$ cat config.mk
export PLATFORM = sky130hd
export DESIGN_NAME = shift_rows_serial
export DESIGN_NICKNAME = d
export VERILOG_FILES = /design/src/rtl/shift_rows_serial.sv
export SDC_FILE = /design/constraint.sdc
export NUM_CORES = 1
export LEC_CHECK = 0
export CAP_MARGIN = 20
export CORE_MARGIN = 2
export CORE_UTILIZATION = 65
export CTS_BUF_LIST = sky130_fd_sc_hd__clkbuf_4
export CTS_CLUSTER_SIZE = 25
export DETAILED_ROUTE_END_ITERATION = 10
export GPL_TIMING_DRIVEN = 1
export PLACE_DENSITY = 0.93
export SYNTH_ARGS = -nofsm -noshare
export SYNTH_HDL_FRONTEND = slang
export SYNTH_SLANG_ARGS = --single-unit
$ cat constraint.sdc
create_clock -name clk -period 4.65 [get_ports clk]
set_clock_uncertainty 0.15 [all_clocks]
set_input_delay 0.93 -clock clk [delete_from_list [all_inputs] [get_ports clk]]
set_output_delay 0.93 -clock clk [all_outputs]
set_load 0.02 [all_outputs]
$ cat src/rtl/shift_rows_serial.sv
// shift_rows_serial: byte-serial AES ShiftRows stage feeding a byte-serial
// MixColumns stage. A 16-byte state arrives column-major, one byte per cycle,
// into one bank of a ping-pong pair. It leaves in ShiftRows order, column by
// column, with column and state start markers.
//
// Ports:
//   clk             rising-edge clock
//   rst             synchronous active-high reset (control state and outputs)
//   in_valid        in_byte is valid this cycle
//   in_byte         state byte, k-th byte of a state is index row + 4*col
//   in_ready        combinational; current write bank is not full
//   out_valid       registered; out_byte is valid
//   out_byte        registered ShiftRows-ordered byte
//   out_col_start   registered; first (row 0) byte of each output column
//   out_state_start registered; first byte of each output state
module shift_rows_serial (
  input  logic       clk,
  input  logic       rst,
  input  logic       in_valid,
  input  logic [7:0] in_byte,
  output logic       in_ready,
  output logic       out_valid,
  output logic [7:0] out_byte,
  output logic       out_col_start,
  output logic       out_state_start
);

  localparam int unsigned BYTE_W = 8;
  localparam int unsigned DEPTH  = 16;
  localparam int unsigned CNT_W  = 4;
  localparam int unsigned BANKS  = 2;

  logic [BYTE_W-1:0] mem [BANKS][DEPTH];

  logic             wr_bank;
  logic             rd_bank;
  logic [CNT_W-1:0] wr_cnt;
  logic [CNT_W-1:0] rd_cnt;
  logic [1:0]       full;
  logic [1:0]       full_nxt;

  logic             wr_fire;
  logic             rd_fire;
  logic             wr_last;
  logic             rd_last;
  logic [1:0]       rd_row;
  logic [1:0]       rd_col;
  logic [1:0]       rd_src_col;
  logic [CNT_W-1:0] rd_idx;

  // Readiness depends only on the registered full flags.
  assign in_ready = !full[wr_bank];

  assign wr_fire = in_valid && in_ready;
  assign rd_fire = full[rd_bank];
  assign wr_last = (wr_cnt == CNT_W'(DEPTH - 1));
  assign rd_last = (rd_cnt == CNT_W'(DEPTH - 1));

  // Output row r of column c comes from input column (c + r) mod 4.
  assign rd_row     = rd_cnt[1:0];
  assign rd_col     = rd_cnt[3:2];
  assign rd_src_col = rd_col + rd_row;
  assign rd_idx     = {rd_src_col, rd_row};

  // Full flags: the writer sets one bank and the reader clears the other;
  // they can never target the same bank on the same edge.
  always_comb begin
    full_nxt = full;
    if (wr_fire && wr_last) full_nxt[wr_bank] = 1'b1;
    if (rd_fire && rd_last) full_nxt[rd_bank] = 1'b0;
  end

  // Bank storage is not reset; stale contents are never read without a
  // full flag.
  always_ff @(posedge clk) begin
    if (wr_fire) mem[wr_bank][wr_cnt] <= in_byte;
  end

  // Write-side control.
  always_ff @(posedge clk) begin
    if (rst) begin
      wr_bank <= 1'b0;
      wr_cnt  <= '0;
      full    <= '0;
    end else begin
      full <= full_nxt;
      if (wr_fire) begin
        wr_cnt <= wr_cnt + CNT_W'(1);
        if (wr_last) wr_bank <= !wr_bank;
      end
    end
  end

  // Read side: drains a full bank in 16 consecutive cycles.
  always_ff @(posedge clk) begin
    if (rst) begin
      rd_bank         <= 1'b0;
      rd_cnt          <= '0;
      out_valid       <= 1'b0;
      out_byte        <= '0;
      out_col_start   <= 1'b0;
      out_state_start <= 1'b0;
    end else if (rd_fire) begin
      out_byte        <= mem[rd_bank][rd_idx];
      out_valid       <= 1'b1;
      out_col_start   <= (rd_row == 2'd0);
      out_state_start <= (rd_cnt == '0);
      rd_cnt          <= rd_cnt + CNT_W'(1);
      if (rd_last) rd_bank <= !rd_bank;
    end else begin
      out_valid       <= 1'b0;
      out_col_start   <= 1'b0;
      out_state_start <= 1'b0;
    end
  end

endmodule
Word-level counts from Yosys, hierarchy flattened. Memory sizes are Yosys's and may differ from the RTL's. A register that Yosys moved wholly into a read port is not among the register bits. Cells that the tools add are included.

Flip-flop bits (word level): 23. RAM bits: 256. Bits of input ports: 11. Output and inout bits: 12. Word-level logic and storage cells: 62. Memories kept: 1.

Memory list: mem (words 2, bits a word 128, read ports 1, clocked after Yosys merged registers in 1, wr ports 1, RTL line 33) `logic [BYTE_W-1:0] mem [BANKS][DEPTH];`.

Add/subtract/negate cells: 3. Order comparisons: 7. Equality and inequality tests: 2. Multiplexer cells: 20. Bitwise logic cells: 6. Reductions and logical operators: 14.

Operator list (count): $mux 128 (1); $bmux 8 s4 (1); $demux 8 s4 (1); $mux 8 (3); $ge 5x5->1 const B (2); $mux 1 (10); $not 4->5 (2); $add 4x1->4 const B (2); $eq 4x4->1 const B (2); $logic_and 1x1->1 (6); $lt 5x1->1 const B (1); $logic_not 4->1 (1); $lt 1x2->1 const B (2); $mux 2 (2); $reduce_and 2->1 (2); $logic_not 1->1 (3); $add 2x2->2 (1); $and 2x2->2 (1); $demux 1 s1 (2); $ge 1x1->1 const B (2); $logic_not 2->1 (1); $not 2->2 (1); $or 2x2->2 (1); $reduce_or 2->1 (1); $not 1->1 (1).

Logic depth before layout (Yosys ltp).
Depth in word-level cells: 8. Gate-level depth with buffers: 7. Mapped depth without buffers: 5.

Least setup slack after synthesis. OpenSTA, ideal clock, no wires.

Path kind: register to register. Start point: register wr_bank. End point: memory mem[0][10] (netlist name), enable pin. Setup time: 383 ps. Arrival: 2186 ps. Data required time: 4117 ps. Path slack: 1931 ps. Stages on the path, launching flop included: 6. Buffers on the path: 1. Clock period less this slack: 2719 ps. Cells stage by stage: dfxtp_1 mux2i_1 and2_0 clkbuf_1 nand2_1 nor3_1.

Cells in the longest elaborated chain, start to end: 6.

Ends and longest elaborated chain: from (decl) (RTL line 35) `logic wr_bank;`; from (signal assigned) (RTL line 89) `if (wr_last) wr_bank <= !wr_bank;`; $mux 1 (implied by the code) (2 in a row) (RTL line 52) `assign in_ready = !full[wr_bank];`; $logic_not 1->1 (RTL line 52); via in_ready (RTL line 21) `output logic in_ready,`; $logic_and 1x1->1 (RTL line 54) `assign wr_fire = in_valid && in_ready;`; $mux 1 (RTL line 76) `if (wr_fire) mem[wr_bank][wr_cnt] <= in_byte;`; $mux 128 (implied by the code) (RTL line 76); to (decl) (RTL line 33).

The timed path passes the listed nets, and every way through them passes these cells. The select of a mux whose other input is x is not followed.

Worst setup path after layout.
Start point: register wr_bank. End point: output port in_ready.

Cells in the longest elaborated chain, start to end: 3.

Ends and longest elaborated chain (RTL line): $mux 1 (implied by the code) (2 in a row) (52); $logic_not 1->1 (52); to (decl) (21).

Every way passes these cells. The select of a mux whose other input is x is not followed.

==> metrics.cfg <==
[routing]
drtAntennaViolNets=0
wl_per_cell_microns=26.5
drt-total-wl_microns=24500
num_vias=6202
via_per_inst=6.72
drtPass1Iterations=5
drc=0
first_iter_violations=829

[job]
max_cap_viol_count=0

[die]
die_width_microns=134
io_pins=23
start_util_pct=66.4
rows=47
die_h_microns=134
core_area_sq_um=16600
dieArea_sq_um=18000

[clock_tree]
clock_latency_ns=0.70
ctsHoldBuffers=0
h-tree-depth=3
cts_tree=done
cts_max_path_buffers=3
path_clk_slew_ns=0.07
clock-root-buffer=clkbuf_4
cts_setup_buffers=0
cts_resized=0
cts.sinks=280
cts-buffers-inserted=69

[place]
routabilityCongestion=0.908
hpwl_microns=14500
place_area_sq_um=11500
port_buffers=22
dp_cells=792

[min_path]
min_from=out_byte[7]
hold_path_end=out_byte[7]
hold_path_class=flop to flop
whs_path_depth=1

[sta]
slew_viol_final=0
fmax_mhz=275
fin_crit_ns=3.64
worstMarginPinSlew_ns=1.11
hold_viol_final=0
finalCritPeriodShare_pct=78.2
setup_viol=0
fin_tns_setup_ns=0
relSlewSlack_pct=25.9
rsz0062_at_grt=no

[global_route]
globalRouteOverflowTotal=0
grt_use_total_pct=28.7
antenna_found_initial=2
grt_max_degree=52
grt_pass1_vias=6356
grt_pass1_wl_microns=37100

[critical_path]
worstPathRequired_ns=3.57
reg2reg_to=mem[0][8]
rr_worst_depth=5
reg2reg_slack_ns=1.44
start_kind=flop
arrival_ns=2.56
critPathKind=flop to output port
worstPathMaxFanout=13
r2r_start=wr_bank
crit_path_end_kind=output port

[final_layout]
fin_util_pct=75.0
final_nets=669
final_area_sq_um=12400
area_growth_pct=12.9
drive_gt1_share_pct=25.5
stdcell_count=923

[power_and_ir_drop]
fin_total_pwr_mw=4.85
ir_drop_uv=309
leakage_nw=4.01
power_density_nw_per_um2=390

[yosys]
synth_seq_area_share_pct=74.2
synth_edf_count=256
synth-async-reset-ratio_pct=0
yosys.cell_types.count=48
synth_area_leaders=edfxtp_1, mux4_2, dfxtp_1
ys_warn_count=0
ys_ff_latch=280
synth.most_common_cell=edfxtp_1
synth_nets=583
synth_area_sq_um=11000
synth_area_per_cell_sq_um=19.5
ys.flop_type=edfxtp_1
yosysTopAreaCell=edfxtp_1
synth_commonest_cells=edfxtp_1, nor2_1, mux4_2
synth_top_area_share_pct=69.8
syn-instance-count=565

[outcome]
status=complete, no violations

[report_power, final]
part           switching [mW]  leakage (nW)  total, mW  internal (mW)
sequential            0.00614          2.50       2.76           2.76
combinational          0.0805          1.00      0.121         0.0402
clock                   0.955         0.508       1.96           1.01
total                    1.04          4.01       4.85           3.80
[per-layer routing]
metal  global-route usage, %  wire [microns]  vias to the layer above
li1                        -               -                     2538
met1                    35.7            8390                     3038
met2                    48.1           12400                      521
met3                    7.82            2640                      103
met4                    12.3            1060                        2
met5                       0              13                        -
[worst max-delay path, stage by stage (launching register included)]
cell and delay, ns:
dfxtp_1 0.65, mux2i_1 0.49, clkdlybuf4s50_1 0.72
[logic make-up (layout without fill, tap and decap cells)]
group	Yosys count	after routing	share of synthesized area, %
AOI/OAI and AO/OA	48	48	3.52
adders and majority gates	7	7	0.795
DFF	280	280	74.2
other	0	2	0
xor gates and xnor gates	10	10	1.07
buffers and inverters	35	171	1.93
muxes	71	71	13.8
and+or+nand+nor	114	114	4.72
[worst max-delay path by stage]
stage	start	endpoint	slack, ns	depth (start not counted)
after detailed placement	in_valid	mem[0][13]	1.00	4
final	wr_bank	in_ready	1.01	2
after global placement	in_valid	mem[0][14]	1.25	4
after global routing	wr_bank	in_ready	0.94	2
after floorplan	wr_bank	mem[0][10]	1.93	5
after CTS	wr_bank	in_ready	1.02	2
[state kept, by name, summed over array words and instances (netlist names), named ones only]
name             count
out_byte             8
out_col_start        1
full                 2
mem                256
out_valid            1
wr_bank              1
rd_bank              1
wr_cnt               4
rd_cnt               4
out_state_start      1
[area by class of cell]
type                            instances  area [sq um]
Antenna cell                            2          5.00
Clock buffer                          102           766
Clock inverter                         19          76.3
Fill cell                             907          4150
Inverter                                9          33.8
Multi-Input combinational cell        250          2630
Sequential cell                       280          8170
Tap cell                              220           275
Timing Repair Buffer                   41           473
[layout by cell type, fill, tap and decap left out, drive strengths merged, types with 4 or more instances in the layout]
master	n
nor3	5
a32o	6
mux2i	11
clkinv	16
nand2	25
dfxtp	24
xnor2	5
inv	11
clkbuf	105
mux4	59
nor2	46
xor2	4
a21oi	5
clkdlybuf4s50	22
a22oi	16
ha	7
nor2b	6
o221a	7
buf	16
nand3	17
edfxtp	256
[metrics by stage]
step	setup slack (ns)	hold slack, ns
after global placement	1.25	0.304
after detailed placement	1.00	0.309
after global routing	0.943	0.363
after CTS	1.02	0.326
final	1.01	0.328
after floorplan	1.93	0.331
No activity file was read; power rests on OpenSTA's default activity.
